**config.mk**
```make
export PLATFORM = sky130hd
export DESIGN_NAME = breath_duty_gen
export DESIGN_NICKNAME = d
export VERILOG_FILES = /design/src/rtl/breath_pkg.sv /design/src/rtl/breath_duty_map.sv /design/src/rtl/breath_duty_gen.sv
export SDC_FILE = /design/constraint.sdc
export NUM_CORES = 1
export LEC_CHECK = 0
export ABC_AREA = 1
export BUFFER_PORTS_ARGS = -buffer_cell sky130_fd_sc_hd__buf_2
export CAP_MARGIN = 20
export CORE_AREA = 3 3 94 96
export CTS_CLUSTER_SIZE = 20
export DETAILED_ROUTE_END_ITERATION = 10
export DIE_AREA = 0 0 97 99
export GPL_TIMING_DRIVEN = 0
export HOLD_SLACK_MARGIN = 0.03
export SYNTH_ARGS = -nofsm -noshare
export SYNTH_HDL_FRONTEND = slang
export SYNTH_SLANG_ARGS = --single-unit
export TNS_END_PERCENT = 30
```
**constraint.sdc**
```tcl
create_clock -name clk -period 5.7 [get_ports clk]
set_clock_uncertainty 0.1 [all_clocks]
set_input_delay 0.285 -clock clk [delete_from_list [all_inputs] [get_ports clk]]
set_output_delay 0.285 -clock clk [all_outputs]
set_load 0.01 [all_outputs]
```
**src/rtl/breath_pkg.sv**
```systemverilog
// Shared state encoding and duty-step constant functions for the breathing-LED path.
package breath_pkg;

    localparam int unsigned LEVEL_W = 8;

    typedef enum logic [2:0] {
        IDLE    = 3'd0,
        RISE    = 3'd1,
        HOLD_HI = 3'd2,
        FALL    = 3'd3,
        HOLD_LO = 3'd4
    } state_t;

    // Linear duty increment per brightness level; also used by the PWM stage.
    function automatic int unsigned duty_step(input int unsigned pwm_cycle,
                                              input int unsigned level_max);
        return pwm_cycle / level_max;
    endfunction

    // Quadratic (perceptual) duty increment per squared level.
    function automatic int unsigned duty_step2(input int unsigned pwm_cycle,
                                               input int unsigned level_max);
        return pwm_cycle / (level_max * level_max);
    endfunction

endpackage

```
**src/rtl/breath_duty_map.sv**
```systemverilog
// Combinational level -> duty mapping. Linear by default; quadratic when
// BREATH_GAMMA_EN is defined.
module breath_duty_map
    import breath_pkg::*;
#(
    parameter int unsigned PWM_CYCLE = 500_000,
    parameter int unsigned DUTY_W    = 19,
    parameter int unsigned LEVEL_MAX = 10
) (
    input  logic [LEVEL_W-1:0] level,
    output logic [DUTY_W-1:0]  duty_c
);

`ifdef BREATH_GAMMA_EN
    localparam int unsigned SQ_W   = 2 * LEVEL_W;
    localparam int unsigned PROD_W = DUTY_W + 16;
    localparam logic [PROD_W-1:0] STEP = PROD_W'(duty_step2(PWM_CYCLE, LEVEL_MAX));

    logic [SQ_W-1:0]   sq;
    logic [PROD_W-1:0] prod;

    always_comb begin
        sq     = SQ_W'(level) * SQ_W'(level);
        prod   = PROD_W'(sq) * STEP;
        duty_c = DUTY_W'(prod);
    end
`else
    localparam int unsigned PROD_W = DUTY_W + 8;
    localparam logic [PROD_W-1:0] STEP = PROD_W'(duty_step(PWM_CYCLE, LEVEL_MAX));

    logic [PROD_W-1:0] prod;

    always_comb begin
        prod   = PROD_W'(level) * STEP;
        duty_c = DUTY_W'(prod);
    end
`endif

endmodule

```
**src/rtl/breath_duty_gen.sv**
```systemverilog
// Per-period breathing triangle sequencer (rise/hold/fall/hold) producing the
// PWM on-time for the next period. Mapping selected by BREATH_GAMMA_EN.
module breath_duty_gen
    import breath_pkg::*;
#(
    parameter int unsigned PWM_CYCLE    = 500_000,
    parameter int unsigned DUTY_W       = 19,
    parameter int unsigned LEVEL_MAX    = 10,
    parameter int unsigned STEP_PERIODS = 15,
    parameter int unsigned HOLD_PERIODS = 0
) (
    input  logic              clk,
    input  logic              rst_n,
    input  logic              en,
    input  logic              period_end,
    output logic [DUTY_W-1:0] duty,
    output logic              duty_vld,
    output logic [7:0]        level,
    output logic [2:0]        phase
);

    localparam int unsigned CNT_MAX = (STEP_PERIODS > HOLD_PERIODS) ? STEP_PERIODS : HOLD_PERIODS;
    localparam int unsigned CNT_W   = (CNT_MAX > 1) ? $clog2(CNT_MAX) : 1;
    localparam logic [CNT_W-1:0]   STEP_LAST = CNT_W'(STEP_PERIODS - 1);
    localparam logic [CNT_W-1:0]   HOLD_LAST = CNT_W'((HOLD_PERIODS == 0) ? 0 : HOLD_PERIODS - 1);
    localparam logic [LEVEL_W-1:0] LVL_TOP   = LEVEL_W'(LEVEL_MAX);
    localparam bit                 HOLD_EN   = (HOLD_PERIODS != 0);

    state_t             state, state_nxt;
    logic [CNT_W-1:0]   cnt_per, cnt_nxt;
    logic [LEVEL_W-1:0] level_nxt;
    logic [DUTY_W-1:0]  duty_nxt;

    assign phase = state;

    // Duty follows the next-state level so it lands on the same edge as the step.
    breath_duty_map #(
        .PWM_CYCLE (PWM_CYCLE),
        .DUTY_W    (DUTY_W),
        .LEVEL_MAX (LEVEL_MAX)
    ) u_map (
        .level  (level_nxt),
        .duty_c (duty_nxt)
    );

    always_ff @(posedge clk) begin
        if (!rst_n) begin
            state    <= IDLE;
            cnt_per  <= '0;
            level    <= '0;
            duty     <= '0;
            duty_vld <= 1'b0;
        end else begin
            state    <= state_nxt;
            cnt_per  <= cnt_nxt;
            level    <= level_nxt;
            duty     <= duty_nxt;
            duty_vld <= (duty_nxt != duty);
        end
    end

    always_comb begin
        state_nxt = state;
        cnt_nxt   = cnt_per;
        level_nxt = level;
        if (!en) begin
            state_nxt = IDLE;
            cnt_nxt   = '0;
            level_nxt = '0;
        end else begin
            case (state)
                IDLE: begin
                    state_nxt = RISE;
                    cnt_nxt   = '0;
                end
                RISE: begin
                    if (period_end) begin
                        if (cnt_per == STEP_LAST) begin
                            cnt_nxt   = '0;
                            level_nxt = level + LEVEL_W'(1);
                            if (level_nxt == LVL_TOP) state_nxt = HOLD_EN ? HOLD_HI : FALL;
                        end else begin
                            cnt_nxt = cnt_per + CNT_W'(1);
                        end
                    end
                end
                HOLD_HI: begin
                    if (period_end) begin
                        if (cnt_per == HOLD_LAST) begin
                            cnt_nxt   = '0;
                            state_nxt = FALL;
                        end else begin
                            cnt_nxt = cnt_per + CNT_W'(1);
                        end
                    end
                end
                FALL: begin
                    if (period_end) begin
                        if (cnt_per == STEP_LAST) begin
                            cnt_nxt   = '0;
                            level_nxt = level - LEVEL_W'(1);
                            if (level_nxt == '0) state_nxt = HOLD_EN ? HOLD_LO : RISE;
                        end else begin
                            cnt_nxt = cnt_per + CNT_W'(1);
                        end
                    end
                end
                HOLD_LO: begin
                    if (period_end) begin
                        if (cnt_per == HOLD_LAST) begin
                            cnt_nxt   = '0;
                            state_nxt = RISE;
                        end else begin
                            cnt_nxt = cnt_per + CNT_W'(1);
                        end
                    end
                end
                default: begin
                    state_nxt = IDLE;
                    cnt_nxt   = '0;
                    level_nxt = '0;
                end
            endcase
        end
    end

endmodule

```
==> flow_summary.toml, run 1 <==
[timing]
finalCritPeriodShare_pct = 91.8
period_minus_slack_ps = 5230
hold_violations = 0
slew_headroom_pct = 59.1
rsz0062_at_grt = "no"
fmax_mhz = 191
slew_viol_final = 0
worst_pin_slew_ps = 613
postLayoutSetupSlackWorst_ps = 466
final.setup.tns_ps = 0
setup_viol = 0
holdWs_ps = 145

[worst_setup_path]
cpMaxStageDelayCell = "fa_1"
worst_r2r_path_depth = 27
r2r_setup_slack_ps = 470
regToRegEndpoint = "duty_vld$_SDFF_PN0_"
criticalPathCategory = "reg2reg"
cp_common_cell = "nand2_1"
critPathMaxFanout = 7
r2r_start = "phase[0]$_SDFFE_PN0P_"
cp_top_family = "adder cells"
critPathLaunchType = "register"
cp.arrival_ps = 5300
worstPathBufferInverterCount = 5
worstSetupEndpointType = "register"
cpPeakStageDelay_ps = 500
cp.required_ps = 5760

[finish]
antenna_cells = 0
nets = 560
syn_to_final_growth_pct = 11.5
drive_gt1_share_pct = 14.6

[routing]
vias = 2805
post-route-drc-count = 0
vias_per_cell = 4.68
routed_wirelength_mm = 6.86
routedWlPerCell_um = 11.4
first_pass_iters = 4
dr.first_iter.drc_count = 104
antenna_left = 0

[logic_synthesis]
synthCells = 458
yosys_warnings = 0
ys_seq_elements = 28
avgSynthCellArea_sq_um = 6.94
synth_cell_types = 37
yosysTopAreaCell = "ha_1"
synth_top_area_share_pct = 19.3
netlist_area_sq_mm = 0.00318
synth_area_leaders = "ha_1 (19%), dfxtp_1 (18%), nand2_1 (12%)"
yosysSeqAreaShare_pct = 17.6

[global_route]
grt_start_max_net_pins = 17
antenna_found_initial = 0
grt_usage_pct = 15.0
overflow = 0
grt_first_pass_wirelength_mm = 12.1
grt_pass1_vias = 2712

[die]
coreArea_sq_mm = 0.00813
dieArea_sq_mm = 0.00960
dieWidth_um = 97
die_h_um = 99
io_pins = 35
core.rowCount = 33
start_util_pct = 39.1

[clock_network]
h-tree-depth = 1
clk_pin_slew_ps = 100
hold_buffers = 0
post-cts-setup-buffers = 0
cts_tree = "built"
cts_buffer_depth = 2
clockRootBuffer = "clkbuf_8"
cts_inserted_buffers = 3
cts_sinks = 28
insertion_delay_ps = 280

[pwr]
ir_drop_mv = 0.0664
finalPower_mw = 0.411
p_leak_nw = 2.05
power.density_mw_per_mm2 = 116

[status]
status = "complete, no violations"

[placement]
pre_cts_ws_ps = 305
portBuffers = 28
hpwlAfterDp_mm = 5.84
gp_congestion = 0.922

[worst_hold_path]
hold_depth = 3
hold_end = "duty[7]$_SDFF_PN0_"
min_from = "rst_n"
hp-class = "in2reg"

[flow_run]
drv_cap = 0
## tightest hold or removal path, stage by stage
cell and delay, ps:
buf_2 120, nand2_1 60, inv_1 40
## cell usage after synthesis, drive strengths merged
cell and count:
nand3b 4, o21ai 15, o21bai 2, clkinv 1, a21oi 20, nand4 3, o211ai 4, nor3 3
a21boi 2, dfxtp 28, and2 1, a22o 1, nand2 108, xnor2 7, buf 9, conb 1
inv 90, a22oi 2, nand3 41, xor2 8, nor2 45, fa 12, ha 49, or2 2
## metrics by stage
stage	util (%)	cells	area (sq um)
6_report	43.5	599	3540
5_1_grt	43.5	599	3540
4_1_cts	43.5	599	3530
3_5_place_dp	42.6	595	3460
3_3_place_gp	42.6	595	3460
2_1_floorplan	-	462	3190
## cells in the final DEF, fill, tap and decap left out, drive strengths merged, types with 5 or more instances in the layout
cell   synthesis  final
conb           1      5
o21ai         15     15
nor2          45     45
nand2        108    108
xor2           8      8
fa            12     12
buf            9     37
ha            49     49
nand3         41     41
xnor2          7      7
inv           90     90
a21oi         20     20
dfxtp         28     28
## final cells by class
type | instances | area (sq um)
Fill cell | 877 | 4590
Multi-Input combinational cell | 334 | 2230
Sequential cell | 28 | 561
Inverter | 91 | 343
Timing Repair Buffer | 28 | 140
Tap cell | 105 | 131
Buffer | 9 | 61.3
Clock buffer | 3 | 41.3
Clock inverter | 1 | 30.0
## where the power goes
| group | switching [mW] | total, mW | internal (mW) |
|---|---|---|---|
| registers | 0.00296 | 0.200 | 0.197 |
| logic | 0.0309 | 0.0469 | 0.0160 |
| clock network | 0.0692 | 0.163 | 0.0942 |
| total | 0.103 | 0.411 | 0.308 |
## flip-flops by register name, indices dropped and copies added (netlist names)
name and count:
cnt_per 4, duty 15, duty_vld 1, level 6, phase 2
## worst max-delay path by stage
stage,startpoint,to,cells after the start
6_report,phase[0]$_SDFFE_PN0P_,duty_vld$_SDFF_PN0_,27
5_1_grt,phase[0]$_SDFFE_PN0P_,duty_vld$_SDFF_PN0_,27
4_1_cts,phase[0]$_SDFFE_PN0P_,duty_vld$_SDFF_PN0_,27
3_3_place_gp,phase[0]$_SDFFE_PN0P_,duty_vld$_SDFF_PN0_,27
3_5_place_dp,phase[0]$_SDFFE_PN0P_,duty_vld$_SDFF_PN0_,27
2_1_floorplan,phase[0]$_SDFFE_PN0P_,duty_vld$_SDFF_PN0_,29
## logic make-up after synthesis
family / Yosys count / synth area share (%)
xor gates and xnor gates: 15 / 4.14
DFF: 28 / 17.6
other: 1 / 0.118
adders and majority gates: 61 / 26.9
AOI/OAI and AO/OA: 46 / 8.67
buffers and inverters: 100 / 12.7
and+or+nand+nor: 207 / 29.9
## what timing repair did
item / 4_1_cts / 5_1_grt
hold endpoints to repair: 0 / 0
gates resized for setup: 0 / 3
endpoints found under the setup margin: 0 / 1
## layer usage
layer  part of all wire (%)  wire, um  global-route usage [%]  vias up
met4                   0.88        60                    2.48        0
met1                     47      3190                    18.6     1268
met3                    3.0       208                    2.69        6
met2                     50      3400                    27.6       30
met5                      0         0                       0        -
li1                       -         -                       -     1501
No activity file was read; power rests on OpenSTA's default activity.
==> inputs of run 2 (changes only) <==
Settings changed: CORE_AREA 3 3 94 96 to 3 3 89 91, DIE_AREA 0 0 97 99 to 0 0 92 94.
==> run 2 against run 1 <==
Net effect:
- via count grew 0.86%
- clock-buffer cell count is the same
- first-iteration DRC count shrank 29%
- critical endpoint unchanged
- highest routed layer unchanged
==> flow_summary.toml, run 2 (synthesized netlist as in run 1, its figures left out) <==
[worst_setup_path]
worstPathBufferInverterCount = 5
cpPeakStageDelay_ps = 500
cp.required_ps = 5750
cp-startpoint = "phase[0]$_SDFFE_PN0P_"
cp_common_cell = "nand2_1"
cpMaxStageDelayCell = "dfxtp_1"
worstSetupEndpointType = "register"
cp.arrival_ps = 5280
r2r_start = "phase[0]$_SDFFE_PN0P_"
cp_top_family = "adder cells"
critPathLaunchType = "register"
critPathMaxFanout = 7
criticalPathCategory = "reg2reg"

[routing]
routed_wirelength_mm = 7.01
wl_met3_um = 169
post-route-drc-count = 0
antenna_left = 0
dr.first_iter.drc_count = 74
first_pass_iters = 4
dr_wl_met2_mm = 3.54
vias_per_cell = 4.78
highest_layer = "met4"
vias = 2829
routedWlPerCell_um = 11.8
wl_met1_mm = 3.16

[flow_run]
drv_cap = 0

[finish]
fillers = 777
nets = 560
final_util_pct = 48.6
largest-register = "duty"
largestRegisters = "duty x15, level x6, cnt_per x4"
final_common_cell = "nand2_1"
layout_common_cells = "nand2_1 (100), inv_1 (86), ha_1 (47)"
largest_reg_flops = 15
antenna_cells = 0
syn_to_final_growth_pct = 10.4
drive_gt1_share_pct = 14.6

[placement]
gp_congestion = 0.937
portBuffers = 28
hpwlAfterDp_mm = 5.96

[timing]
worst_pin_slew_ps = 629
hold_violations = 0
setup_viol = 0
rsz0062_at_grt = "no"
fmax_mhz = 191
period_minus_slack_ps = 5220
slew_viol_final = 0
final.setup.tns_ps = 0
slew_headroom_pct = 58.0
finalCritPeriodShare_pct = 91.6

[global_route]
antenna_found_initial = 0
grt_start_max_net_pins = 15
overflow = 0
grt_first_pass_wirelength_mm = 12.0
grt_usage_pct = 16.9
grt_pass1_vias = 2748

[pwr]
p_comb_share_pct = 13.3
ir_drop_mv = 0.0774
switching_share_pct = 27.6
power.density_mw_per_mm2 = 103
power.switching_mw = 0.0994
pwr-share-clk_pct = 31.2
p_leak_nw = 2.03
seqPwrFrac_pct = 55.6
p_int_mw = 0.261

[clock_network]
cts_inserted_buffers = 3
clockRootBuffer = "clkbuf_8"
cts_sinks = 28
post_cts_resized = 0
post-cts-setup-buffers = 0
hold_buffers = 0
insertion_delay_ps = 280
clk_pin_slew_ps = 100
cts_buffer_depth = 2
cts_tree = "built"
h-tree-depth = 1

[die]
core.rowCount = 31
die_h_um = 94
coreArea_sq_mm = 0.00721
io_pins = 35
dieWidth_um = 92
start_util_pct = 44.0
dieArea_sq_mm = 0.00865

[worst_hold_path]
hp-class = "in2reg"
min_from = "rst_n"

[status]
status = "complete, no violations"
[run 2: layer usage]
metal | track usage, % | up-vias
li1 | - | 1501
met1 | 20.0 | 1272
met2 | 31.6 | 44
met3 | 1.68 | 12
met4 | 5.57 | 0
met5 | 0 | -
[run 2: worst paths after layout]
kind / end / slack [ps] / depth (start not counted)
max: duty_vld$_SDFF_PN0_ / 480 / 27
min: duty[8]$_SDFF_PN0_ / 160 / 3
max reg2reg: duty_vld$_SDFF_PN0_ / 480 / 27
min reg2reg: cnt_per[0]$_SDFFE_PN0P_ / 410 / 2
[run 2: power by group through the flow]
stage                     sequential (mW)  combinational [mW]  clock, mW
after global routing                0.201              0.0544      0.123
final                               0.200              0.0478      0.112
after floorplan                     0.205              0.0346          0
after global placement              0.205              0.0473          0
after detailed placement            0.205              0.0477          0
after CTS                           0.200              0.0480      0.120
[run 2: worst register-to-register path, stage by stage, from the launching register on]
cell,delay (ps)
dfxtp_1,500
ha_2,330
inv_2,100
nand2_4,90
nand2_2,70
nand2_4,100
inv_1,110
o21ai_0,200
inv_1,90
nor2_2,210
ha_1,300
ha_1,280
inv_1,50
fa_1,500
inv_1,50
fa_1,480
ha_1,410
nand2_1,80
nand2_1,80
nand2_1,80
nand3_1,150
nand2_1,110
nand3_1,120
nand2_1,60
nor2_1,170
nand3_1,120
nor2_1,110
nor2_1,40
[run 2: area by class of cell]
cell class	instances	area [sq um]	area share [%]
repair buffers	28	140	3.99
clock buffers	3	41.3	1.18
plain buffers	9	61.3	1.75
well taps	99	124	3.53
inverters	91	343	9.77
multi-input cells	334	2240	63.8
flip-flops and latches	28	561	16.0
[run 2: metrics by stage]
step	total power [mW]	instance area [sq um]	instances	hold WS (ps)	setup slack (ps)
after floorplan	0.240	3190	462	283	1100
after global placement	0.252	3460	589	387	224
after detailed placement	0.253	3460	589	400	292
after CTS	0.368	3500	592	149	253
after global routing	0.378	3510	592	173	6.41
final	0.361	3510	592	158	477
==> inputs of run 3 (changes only) <==
Settings changed: CORE_AREA 3 3 89 91 to 3 3 68 118, DIE_AREA 0 0 92 94 to 0 0 71 121.
==> run 3 against run 2 <==
Net effect:
- core utilization rose by 0.69 points
- non-clock buffer count stayed put
- clock power increased by 63%
==> flow_summary.toml, run 3 (synthesized netlist as in run 1, its figures left out) <==
[status]
status = "complete, no violations"

[worst_setup_path]
r2r_setup_slack_ps = 470
critPathMaxFanout = 7
cp.required_ps = 5740
cp_top_family = "adder cells"
regToRegEndpoint = "duty_vld$_SDFF_PN0_"
critical_path_depth = 28
cp_common_cell = "nand2_1"
critPathLaunchType = "register"
cpMaxStageDelayCell = "fa_1"
r2r_start = "phase[0]$_SDFFE_PN0P_"
worstSetupEndpointType = "register"
cp.arrival_ps = 5270
criticalPathCategory = "reg2reg"
cpPeakStageDelay_ps = 500
worst_r2r_path_depth = 28
worstPathBufferInverterCount = 5

[global_route]
grt_pass1_vias = 2902
grt_first_pass_wirelength_mm = 13.0
grt_usage_pct = 18.8
overflow = 0
grt_start_max_net_pins = 16
antenna_found_initial = 0

[pwr]
p_leak_nw = 2.05
ir_drop_mv = 0.0875
switching_share_pct = 25.6
power.density_mw_per_mm2 = 122
power.switching_mw = 0.111
pwr-share-clk_pct = 42.3
p_int_mw = 0.322
seqPwrFrac_pct = 46.3
p_comb_share_pct = 11.3
finalPower_mw = 0.432

[finish]
antenna_cells = 0
largest-register = "duty"
syn_to_final_growth_pct = 11.5
layout_common_cells = "nand2_1 (100), inv_1 (86), ha_1 (47)"
largest_reg_flops = 15
nets = 560
final_util_pct = 49.3
drive_gt1_share_pct = 15.0
largestRegisters = "duty x15, level x6, cnt_per x4"
final_common_cell = "nand2_1"
layoutNonFillerInstCount = 580

[routing]
routed_wirelength_mm = 7.52
dr.first_iter.drc_count = 95
first_pass_iters = 4
highest_layer = "met4"
vias_per_cell = 5.02
wl_met3_um = 187
post-route-drc-count = 0
antenna_left = 0
routedWlPerCell_um = 13.0
dr_wl_met2_mm = 4.45
wl_met1_mm = 2.66
vias = 2912

[timing]
worst_pin_slew_ps = 643
hold_violations = 0
postLayoutSetupSlackWorst_ps = 473
period_minus_slack_ps = 5230
finalCritPeriodShare_pct = 91.7
slew_headroom_pct = 57.2
rsz0062_at_grt = "no"
setup_viol = 0
final.setup.tns_ps = 0
fmax_mhz = 191
slew_viol_final = 0

[worst_hold_path]
min_from = "rst_n"
hold_end = "duty[6]$_SDFF_PN0_"
hold_depth = 3
hp-class = "in2reg"

[clock_network]
clk_pin_slew_ps = 70
clockRootBuffer = "clkbuf_16"
insertion_delay_ps = 270
post-cts-setup-buffers = 0
cts_inserted_buffers = 3
cts_sinks = 28
cts_tree = "built"
h-tree-depth = 1
cts_buffer_depth = 2

[placement]
gp_congestion = 0.887
hpwlAfterDp_mm = 6.46
pre_cts_ws_ps = 260
portBuffers = 28
place_inst = 576

[die]
dieArea_sq_mm = 0.00859
die_h_um = 121
io_pins = 35
core.rowCount = 41
dieWidth_um = 71
start_util_pct = 44.2
coreArea_sq_mm = 0.00718

[flow_run]
drv_cap = 0
==> run 3: how the worst max path moves through the flow <==
| stage | slack [ps] | start | endpoint |
|---|---|---|---|
| floorplan | 1100 | phase[0]$_SDFFE_PN0P_ | duty_vld$_SDFF_PN0_ |
| global placement | 270 | phase[0]$_SDFFE_PN0P_ | duty_vld$_SDFF_PN0_ |
| detailed placement | 260 | phase[0]$_SDFFE_PN0P_ | duty_vld$_SDFF_PN0_ |
| CTS | 250 | phase[0]$_SDFFE_PN0P_ | duty_vld$_SDFF_PN0_ |
| global route | 60 | duty[4]$_SDFF_PN0_ | duty_vld$_SDFF_PN0_ |
| finish | 470 | phase[0]$_SDFFE_PN0P_ | duty_vld$_SDFF_PN0_ |
==> run 3: final cells by class <==
cell class | instances | area [sq um]
plain buffers | 9 | 61.3
clock buffers | 4 | 88.8
fillers | 747 | 3640
inverters | 91 | 343
multi-input cells | 334 | 2240
flip-flops and latches | 28 | 561
well taps | 86 | 108
repair buffers | 28 | 140
==> run 3: layer usage <==
| metal | up-vias | global-route usage, % |
|---|---|---|
| met5 | - | 0 |
| met4 | 0 | 8.00 |
| met3 | 15 | 1.49 |
| met2 | 46 | 39.1 |
| met1 | 1350 | 18.0 |
| li1 | 1501 | - |
==> run 3: tightest hold or removal path: stages <==
cell     delay, ps
buf_2          140
nand2_1         60
inv_1           40
==> run 3: power groups by stage <==
stage | Sequential [mW] | Combinational, mW | Clock (mW)
floorplan | 0.205 | 0.0346 | 0
global placement | 0.205 | 0.0476 | 0
detailed placement | 0.205 | 0.0482 | 0
CTS | 0.200 | 0.0484 | 0.191
global route | 0.201 | 0.0544 | 0.193
finish | 0.200 | 0.0490 | 0.183
==> run 3: what timing repair did <==
item / in CTS / in global routing
gates resized for setup: 0 / 5
setup endpoints to repair: 0 / 1
hold buffers: 0 / 0
==> run 3: stage by stage <==
step           hold slack (ps)  area (sq um)
5_1_grt                    199          3540
2_1_floorplan              283          3190
4_1_cts                    179          3530
3_3_place_gp               389          3440
3_5_place_dp               387          3440
6_report                   181          3540
